### src/rtl/valu_ctrl.sv
// Issue/writeback controller for the fixed-latency vector ALU sharing the FLU writeback port.
// Optional build macro VALU_CTRL_B2B_EN lets a new op be accepted in the writeback cycle.
module valu_ctrl #(
    parameter int unsigned TRANS_ID_BITS = 3,
    parameter int unsigned LATENCY       = 2,
    parameter int unsigned STARVE_MAX    = 4
) (
    input  logic                     clk_i,
    input  logic                     rst_ni,
    input  logic                     flush_i,
    input  logic                     valu_valid_i,
    output logic                     valu_ready_o,
    input  logic [TRANS_ID_BITS-1:0] trans_id_i,
    input  logic [31:0]              operand_a_i,
    input  logic [31:0]              operand_b_i,
    output logic [31:0]              valu_op_a_o,
    output logic [31:0]              valu_op_b_o,
    input  logic [31:0]              valu_result_i,
    input  logic                     wb_busy_i,
    output logic                     wb_valid_o,
    output logic [TRANS_ID_BITS-1:0] wb_trans_id_o,
    output logic [31:0]              wb_result_o,
    output logic                     busy_o,
    output logic                     starve_o
);

    typedef enum logic [1:0] {
        IDLE = 2'd0,
        EXEC = 2'd1,
        WB   = 2'd2
    } state_e;

    localparam logic [3:0] LAT_M1     = 4'(LATENCY - 1);
    localparam logic [3:0] STARVE_THR = 4'(STARVE_MAX);

    state_e                   state_r;
    logic [3:0]               cnt_r;
    logic [3:0]               wait_r;
    logic [31:0]              op_a_r;
    logic [31:0]              op_b_r;
    logic [31:0]              result_r;
    logic [TRANS_ID_BITS-1:0] id_r;
    logic                     accept_s;

    // Handshake decode: ready and writeback strobe follow state plus this cycle's port arbitration
    always_comb begin
        valu_ready_o = 1'b0;
        wb_valid_o   = 1'b0;
        case (state_r)
            IDLE: begin
                valu_ready_o = 1'b1;
                wb_valid_o   = 1'b0;
            end
            EXEC: begin
                valu_ready_o = 1'b0;
                wb_valid_o   = 1'b0;
            end
            WB: begin
                wb_valid_o = ~wb_busy_i & ~flush_i;
`ifdef VALU_CTRL_B2B_EN
                valu_ready_o = ~wb_busy_i & ~flush_i;
`else
                valu_ready_o = 1'b0;
`endif
            end
            default: begin
                valu_ready_o = 1'b0;
                wb_valid_o   = 1'b0;
            end
        endcase
    end

    assign accept_s = valu_ready_o & valu_valid_i & ~flush_i;

    // Output gating: operands and writeback data read as zero outside their owning state
    always_comb begin
        valu_op_a_o   = (state_r == EXEC) ? op_a_r : 32'd0;
        valu_op_b_o   = (state_r == EXEC) ? op_b_r : 32'd0;
        wb_trans_id_o = (state_r == WB) ? id_r : {TRANS_ID_BITS{1'b0}};
        wb_result_o   = (state_r == WB) ? result_r : 32'd0;
        busy_o        = (state_r != IDLE);
        starve_o      = (state_r == WB) && (wait_r >= STARVE_THR);
    end

    // Controller FSM with operand/ID/result capture and writeback wait counting
    always_ff @(posedge clk_i or negedge rst_ni) begin
        if (!rst_ni) begin
            state_r  <= IDLE;
            cnt_r    <= 4'd0;
            wait_r   <= 4'd0;
            op_a_r   <= 32'd0;
            op_b_r   <= 32'd0;
            result_r <= 32'd0;
            id_r     <= {TRANS_ID_BITS{1'b0}};
        end else if (flush_i) begin
            state_r <= IDLE;
            cnt_r   <= 4'd0;
            wait_r  <= 4'd0;
        end else begin
            if (accept_s) begin
                op_a_r <= operand_a_i;
                op_b_r <= operand_b_i;
                id_r   <= trans_id_i;
                cnt_r  <= LAT_M1;
            end
            case (state_r)
                IDLE: begin
                    state_r <= accept_s ? EXEC : IDLE;
                    wait_r  <= 4'd0;
                end
                EXEC: begin
                    if (cnt_r == 4'd0) begin
                        result_r <= valu_result_i;
                        state_r  <= WB;
                    end else begin
                        cnt_r <= cnt_r - 4'd1;
                    end
                    wait_r <= 4'd0;
                end
                WB: begin
                    if (wb_valid_o) begin
                        wait_r  <= 4'd0;
                        state_r <= accept_s ? EXEC : IDLE;
                    end else if (wait_r != 4'd15) begin
                        // Port is held by another unit; count starvation, saturating
                        wait_r <= wait_r + 4'd1;
                    end else begin
                        wait_r <= wait_r;
                    end
                end
                default: begin
                    state_r <= IDLE;
                    wait_r  <= 4'd0;
                end
            endcase
        end
    end

endmodule

### config.mk
export PLATFORM = sky130hd
export DESIGN_NAME = valu_ctrl
export DESIGN_NICKNAME = d
export VERILOG_FILES = /design/src/rtl/valu_ctrl.sv
export SDC_FILE = /design/constraint.sdc
export NUM_CORES = 1
export LEC_CHECK = 0
export CAP_MARGIN = 20
export CELL_PAD_IN_SITES_DETAIL_PLACEMENT = 0
export CELL_PAD_IN_SITES_GLOBAL_PLACEMENT = 2
export CORE_ASPECT_RATIO = 1.25
export CORE_MARGIN = 2
export CORE_UTILIZATION = 25
export CTS_BUF_LIST = sky130_fd_sc_hd__clkbuf_4 sky130_fd_sc_hd__clkbuf_8
export DETAILED_ROUTE_END_ITERATION = 8
export PLACE_DENSITY = 0.85
export SETUP_SLACK_MARGIN = 0.4
export SLEW_MARGIN = 20
export SYNTH_ARGS = -nofsm -noshare
export SYNTH_HDL_FRONTEND = slang
export SYNTH_SLANG_ARGS = --single-unit
### constraint.sdc
create_clock -name clk_i -period 2.05 [get_ports clk_i]
set_clock_uncertainty 0.1 [all_clocks]
set_input_delay 0.3075 -clock clk_i [delete_from_list [all_inputs] [get_ports clk_i]]
set_output_delay 0.3075 -clock clk_i [all_outputs]
set_load 0.05 [all_outputs]
Word level (Yosys, flattened, before mapping):

Index checks and enable logic that the tools add are counted.

* magnitude comparators: 1
* multiplexer cells: 19
* equal/unequal tests: 6
* reductions and logical operators: 7
* $add $sub $neg: 2
* bitwise operators: 5

Operators with widths (count)
* 32-bit 2-to-1 mux: 3
* 4-bit 2-to-1 mux: 8
* 2-bit 2-to-1 mux: 3
* 2-bit case mux with 3 select lines: 1
* 4-bit by 1-bit adder with 4-bit output, second input constant: 1
* 4-bit by 3-bit greater-or-equal comparator with 1-bit output, second input constant: 1
* 4-bit zero test: 1
* 4-bit by 3-bit inequality test with 1-bit output, second input constant: 1
* 4-bit inequality test, second input constant: 1
* 2-bit AND reduction: 2
* 4-bit by 1-bit subtractor with 4-bit output, second input constant: 1
* 1-bit bitwise AND: 3
* 1-bit 2-to-1 mux: 3
* 3-bit 2-to-1 mux: 1
* 3-bit by 2-bit inequality test with 1-bit output, second input constant: 1
* 3-bit inequality test, second input constant: 1
* 3-bit AND reduction: 1
* 2-bit by 1-bit == test with 1-bit output, second input constant: 1
* 2-bit == test, second input constant: 1
* 2-bit zero test: 1
* 1-bit inverter: 2
* 2-bit nonzero test: 1
* 1-bit logical AND: 1

* input bits: 104
* logic and storage cells: 47
* output and inout port bits: 103
* flip-flop bits (word level): 109

Logic depth before layout (Yosys ltp):

Gate-level depths: netlist of the first run.

* depth after elaboration: 8
* mapped depth: 6
* gate-level depth less buffers: 5

Worst setup path before layout of the first run:

OpenSTA, ideal clock, no wires.

* path type: register -> output
* start: register state_r[0]
* end: output wb_valid_o
* slack: -387 ps
* required time: 1642 ps
* data arrival time: 2030 ps
* path buffers: 2
* stages on the path, launching flop included: 5
* cells stage by stage: dfrtp_1 buf_2 nor2b_1 clkbuf_1 nor3b_1

* cells in the longest elaborated chain, start to end: 2

Ends and longest elaborated chain
* start: declaration: RTL line 36 `state_e state_r;`
* start signal: assignment: RTL line 108 `state_r <= accept_s ? EXEC : IDLE;`
* start signal: assignment: RTL line 123 `state_r <= accept_s ? EXEC : IDLE;`
* 2-bit == test: RTL line 49 `case (state_r)`
* 1-bit 2-to-1 mux: RTL line 49
* end: declaration: RTL line 20 `output logic wb_valid_o,`

No other way between the ends.

Final worst setup path of the first run:

* start: register state_r[1]
* end: output valu_op_a_o[31]

* cells in the longest elaborated chain, start to end: 2

Ends and longest elaborated chain
* 2-bit by 1-bit == test with 1-bit output: RTL line 77 `valu_op_a_o = (state_r == EXEC) ? op_a_r : 32'd0;`
* 32-bit 2-to-1 mux: RTL line 77
* end: declaration: RTL line 16 `output logic [31:0] valu_op_a_o,`

No other way between the ends.

==> summary.md, run 1 <==
| Metric | Value |
|---|---|
| Clock Latency Late Sink | 0.38 ns |
| Cell Pwr Density | 789 mW/mm^2 |
| Data required, critical path | 1.64 ns |
| PnR Total Power | 7.72 mW |
| Synth Instances | 520 |
| Startpoint types | flip-flop |
| Max clock buf depth | 2 |
| Die width | 131 um |
| CTS root buffer | clkbuf_8 |
| # DRC | 0 |
| Placed Cells | 973 |
| Worst rel slew slack | 0.800 |
| Yosys warnings | 0 |
| Cell family with most CP delay | simple AND/OR/NAND/NOR gates |
| Ys async rst share | 1.00 |
| CP max FO | 35 |
| Fmax | 482 MHz |
| Synth cell types | 36 |
| Rows | 57 |
| Failing checks | negative setup slack |
| Global Route Usage Sum | 0.148 |
| Status | finished, violations left |
| Most frequent cells in the layout | nand2_1, buf_12, dfrtp_1, clkdlybuf4s50_1, and2_4 |
| Chip Height | 162 um |
| Vias per inst | 4.38 |
| Sequential share of the synthesized area | 0.544 |
| Worst Tran Pin Value | 0.300 ns |
| Critical path type | flip-flop to output pin |
| Initial Utilization | 0.257 |
| CTS tree | done |
| Max VDD drop | 0.338 mV |
| CTS buffer count | 9 |
| Worst path max stage delay | 0.45 ns |
| CP cell instances | and2b_2 -> buf_12 -> and2_2 -> buf_12 |
| Via count | 4,523 |
| # port buffers | 206 |
| Core area | 0.0195 sq mm |
| Syn_nets | 626 |
| # nets final | 869 |
| Vias in the first global route | 4,580 |
| RSZ-0062 raised after global routing | true |
| First-pass GRT wire length | 24,300 um |
| Leak pwr | 4.58 nW |
| Routed wire length | 18,000 um |
| Hold Path Class | primary input to asynchronous set/reset pin |
| Minimum clock period | 2.07 ns |
| Setup Total Neg Slack | -0.303 ns |
| Ant. Diodes | 0 |
| Die area | 0.0212 sq mm |
| Max Cap Viol | 0 |
| Crit path buf inv count | 2 |
| Worst setup margin | -0.0242 ns |
| Commonest non-fill, non-tap cell in the layout | nand2_1 |
| Finished Layout Cells | 1,033 |
| Hold Vio Cnt, Final | 0 |
| Area growth syn-to-layout | 95.1% |
| Gr ovfl total | 0 |
| Area of the mapped netlist | 0.00501 sq mm |
| Slowest-stage cell, CP | dfrtp_2 |
| Layout cells sized above 1 | 0.457 |
| Largest net degree at the start of global routing | 68 |
| Reg clk slew, reported paths | 0.11 ns |
| Drt initial violations | 179 |
| Fin. max-slew vios | 0 |
| Most used cell, CP | buf_12 |
| Post-synthesis register bit count | 109 |
| Final GP Congestion | 0.714 |
| Io pins | 207 |
| # setup viols final | 31 |
| Initial antenna violation count | 0 |
| HPWL after DPL | 10,200 um |
| Routed wire length per instance | 17.5 um |
| Post-route ant nets | 0 |
| Critical path arrival | 1.67 ns |
| # H-tree levels | 3 |
| EDFF count, synth | 0 |
| Critical path endpoint category | output pin |
| Syn Area/Cell | 9.64 sq um |
| Fin crit share | 1.01 |
| Main synth FF type | dfrtp_1 |
| Pre-antenna DRT Iters | 4 |
| Clock Sinks | 109 |
## cell type report
type	instances	area [sq um]
Clock buffer	11	151
Clock inverter	5	41.3
Multi-Input combinational cell	377	2520
Tap cell	265	332
Sequential cell	109	2730
Inverter	5	18.8
Fill cell	1723	9760
Timing Repair Buffer	261	3990
## worst paths after layout
| path | slack [ns] | start | depth (start not counted) | endpoint |
|---|---|---|---|---|
| worst max-delay path | -0.02 | state_r[1] | 4 | valu_op_a_o[31] |
| worst min-delay path | 0.24 | rst_ni | 2 | op_a_r[25] |
| worst max register to register | 0.16 | cnt_r[1] | 8 | result_r[1] |
| worst min register to register | 0.37 | op_a_r[0] | 2 | op_a_r[0] |
| max in group asynchronous | 1.00 | rst_ni | 3 | op_a_r[15] |
| min in group clk_i | 0.34 | operand_b_i[9] | 3 | op_b_r[9] |
## cell usage after synthesis (all sizes together), types with 2 or more instances
master  number  area share
a211oi       2      0.0030
a21oi        3      0.0030
and2        99        0.12
buf         14       0.024
clkbuf      17       0.021
dfrtp      109        0.54
ha           2      0.0050
inv          5      0.0037
mux2        32       0.072
nand2      203        0.15
nand3        3      0.0040
nor2         7      0.0052
nor3         2      0.0020
nor3b        3      0.0055
o211ai       2      0.0050
## flip-flops by register name (all words and copies together), names as in the netlist
register / count
cnt_r: 4
wait_r: 4
result_r: 32
op_a_r: 32
state_r: 2
id_r: 3
op_b_r: 32
## routing by layer
metal | GRT usage | vias up | part of all wire
met5 | 0 | - | 0
met4 | 0.0522 | 0 | 0.015
met3 | 0.0371 | 16 | 0.051
met2 | 0.257 | 155 | 0.52
met1 | 0.175 | 2236 | 0.42
li1 | - | 2116 | -
## metrics by stage
step	hold slack (ns)	setup slack [ns]	utilization	instance area (sq um)
detailed placement	0.116	-0.0585	0.439	8570
floorplan	-0.0881	0.335	-	5220
finish	0.244	-0.0242	0.501	9780
global route	0.250	-0.103	0.501	9780
CTS	0.238	-0.0412	0.474	9250
global placement	0.114	-0.0530	0.439	8570
## cell families after synthesis
kind of cell             count (synthesis)  synth area share
buffers and inverters                   36            0.0484
adder cells (fa/ha/maj)                  2           0.00499
AND/OR/NAND/NOR                        327             0.308
flip-flops                             109             0.544
multiplexers                            33            0.0739
XOR/XNOR                                 1           0.00175
AO/OA/AOI/OAI                           12            0.0187
## power by group
group          internal, mW  switching [mW]
Sequential             2.78           0.374
Combinational          1.79            1.47
Clock                 0.523           0.783
## repair_timing
action,in CTS,in global routing
cloned,7,17
pin swaps,9,21
gates resized for setup,56,62
hold endpoints to repair,20,0
hold buffers,1,0
setup buffers,13,6
setup endpoints to repair,207,206
(Power assumes the default switching activity.)
==> run 2: changes to the inputs <==
ABC_CLOCK_PERIOD_IN_PS = 2680   (was unset)
clock period = 2.68 ns   (was 2.05 ns; I/O delays follow)
==> run 2 against run 1 <==
Compared with the run above: the flow now finishes without violations; highest routed layer is now met5; clock power shrank 23%; hold slack gained 0.13 ns; routed wire length shrank 18%; via count shrank 7.3%; sequential share of layout area grew 3.1 points; sequential power shrank 25%; combinational power shrank 35%; first-iteration DRC count grew 1.1%; clock-buffer cell count shrank 1; global-route usage shrank 1.0 points; critical path type unchanged.
==> summary.md, run 2 (synthesis results as in run 1) <==
| Metric | Value |
|---|---|
| Initial antenna violation count | 1 (was 0) |
| CTS root buffer | clkbuf_8 (unchanged) |
| Data required, critical path | 2.18 ns (was 1.64 ns) |
| Leak pwr | 4.06 nW (was 4.58 nW) |
| Cell family with most CP delay | simple AND/OR/NAND/NOR gates (unchanged) |
| Max Cap Viol | 0 (unchanged) |
| Ant. Diodes | 0 (unchanged) |
| Gr ovfl total | 0 (unchanged) |
| Area growth syn-to-layout | 75.6% (was 95.1%) |
| Dpl ws | 0.464 ns (was -0.0585 ns) |
| Finished Layout Cells | 1,000 (was 1,033) |
| PnR Total Power | 5.49 mW (was 7.72 mW) |
| Hold Path Class | flip-flop to flip-flop (was primary input to asynchronous set/reset pin) |
| Pre-antenna DRT Iters | 4 (unchanged) |
| Routed wire length | 14,700 um (was 18,000 um) |
| Fin area | 0.00880 sq mm (was 0.00978 sq mm) |
| Startpoint types | flip-flop (unchanged) |
| Global Route Usage Sum | 0.137 (was 0.148) |
| Critical path endpoint category | output pin (unchanged) |
| Vias per inst | 4.19 (was 4.38) |
| CTS buffer count | 9 (unchanged) |
| RSZ-0062 raised after global routing | true (unchanged) |
| Rows | 57 (unchanged) |
| Placed Cells | 968 (was 973) |
| Via count | 4,191 (was 4,523) |
| Minimum clock period | 2.23 ns |
| Initial Utilization | 0.257 (unchanged) |
| HPWL after DPL | 9950 um (was 10,200 um) |
| Die area | 0.0212 sq mm (unchanged) |
| Placed Area | 0.00823 sq mm (was 0.00857 sq mm) |
| Worst setup margin | 0.450 ns (was -0.0242 ns) |
| Chip Height | 162 um (unchanged) |
| # H-tree levels | 3 (unchanged) |
| Clock Sinks | 109 (unchanged) |
| Clock Latency Late Sink | 0.37 ns (was 0.38 ns) |
| # port buffers | 206 (unchanged) |
| Core area | 0.0195 sq mm (unchanged) |
| Fin. max-slew vios | 0 (unchanged) |
| Max clock buf depth | 2 (unchanged) |
| Vias in the first global route | 4,512 (was 4,580) |
| CTS tree | done (unchanged) |
| Hold_ws | 0.377 ns (was 0.244 ns) |
| Drt initial violations | 181 (was 179) |
| Most frequent cells in the layout | nand2_1, dfrtp_1, clkdlybuf4s50_1, buf_12, and2_4 (was nand2_1, buf_12, dfrtp_1, clkdlybuf4s50_1, and2_4) |
| Fmax | 448 MHz |
| Reg clk slew, reported paths | 0.10 ns (was 0.11 ns) |
| Worst rel slew slack | 0.592 (was 0.800) |
| Cell Pwr Density | 623 mW/mm^2 (was 789 mW/mm^2) |
| Status | finished clean (was finished, violations left) |
| Setup Total Neg Slack | 0 ns (was -0.303 ns) |
| Fin crit share | 0.832 |
| Utilization after layout | 0.451 (was 0.501) |
| Commonest non-fill, non-tap cell in the layout | nand2_1 (unchanged) |
| Most used cell, CP | buf_4 (was buf_12) |
| Worst Tran Pin Value | 0.611 ns (was 0.300 ns) |
| CP cell instances | and2b_4 -> buf_4 -> buf_4 -> and2_1 -> buf_12 (was and2b_2 -> buf_12 -> and2_2 -> buf_12) |
| First-pass GRT wire length | 22,800 um (was 24,300 um) |
| Largest net degree at the start of global routing | 71 (was 68) |
| Critical path type | flip-flop to output pin (unchanged) |
| Layout cells sized above 1 | 0.321 (was 0.457) |
| Post-route ant nets | 0 (unchanged) |
| Slowest-stage cell, CP | dfrtp_2 (unchanged) |
| Die width | 131 um (unchanged) |
| Largest regs | op_a_r: 32 flops, op_b_r: 32 flops, result_r: 32 flops (unchanged) |
| CP max FO | 5 (was 35) |
| Worst path max stage delay | 0.46 ns (was 0.45 ns) |
| Io pins | 207 (unchanged) |
| Routed wire length per instance | 14.7 um (was 17.5 um) |
| Hold Vio Cnt, Final | 0 (unchanged) |
| Crit path buf inv count | 3 (was 2) |
| # DRC | 0 (unchanged) |
| Final GP Congestion | 0.743 (was 0.714) |
| Critical path arrival | 1.73 ns (was 1.67 ns) |
| Max VDD drop | 0.243 mV (was 0.338 mV) |
| # setup viols final | 0 (was 31) |
| # nets final | 837 (was 869) |
==> run 2: timing repair <==
| action | 4_1_cts | 5_1_grt |
|---|---|---|
| hold buffers | 1 | 0 |
| gates resized for setup | 35 | 31 |
| cloned | 3 | 3 |
| endpoints found under the setup margin | 100 | 74 |
| endpoints found under the hold margin | 43 | 0 |
| buffers inserted | 8 | 2 |
==> run 2: final timing paths <==
path / startpoint / endpoint / slack [ns] / cells past startpoint
max: state_r[1] / valu_op_a_o[1] / 0.45 / 5
min: id_r[1] / id_r[1] / 0.38 / 2
max reg2reg: state_r[1] / op_b_r[7] / 0.75 / 5
min reg2reg: id_r[1] / id_r[1] / 0.38 / 2
max in group asynchronous: rst_ni / state_r[0] / 1.20 / 3
min in group asynchronous: rst_ni / op_a_r[25] / 0.47 / 2
==> run 2: layout make-up <==
| class | instances | area (sq um) |
|---|---|---|
| fillers | 1858 | 10700 |
| multi-input cells | 376 | 2200 |
| repair buffers | 230 | 3330 |
| clock inverters | 5 | 60.1 |
| well taps | 265 | 332 |
| flip-flops and latches | 109 | 2730 |
| clock buffers | 10 | 131 |
| inverters | 5 | 18.8 |
==> run 2: where the power goes <==
group          leakage, nW  internal, mW  total (mW)  switching (mW)
sequential            1.35          2.12        2.36           0.234
clock               0.0966         0.443        1.01           0.564
combinational         2.62          1.09        2.12            1.03
total                 4.06          3.66        5.49            1.82
==> run 2: worst min-delay path, cell delays in order (launching register included) <==
cell and delay [ns]:
dfrtp_1 0.35, nand2_1 0.05, nand2_1 0.05
==> run 2: layer usage <==
metal	share of wire	GRT usage	routed length, um
met3	0.053	0.0250	775
met5	0.0011	0	16
met2	0.53	0.245	7850
met1	0.40	0.165	5890
met4	0.015	0.0479	215
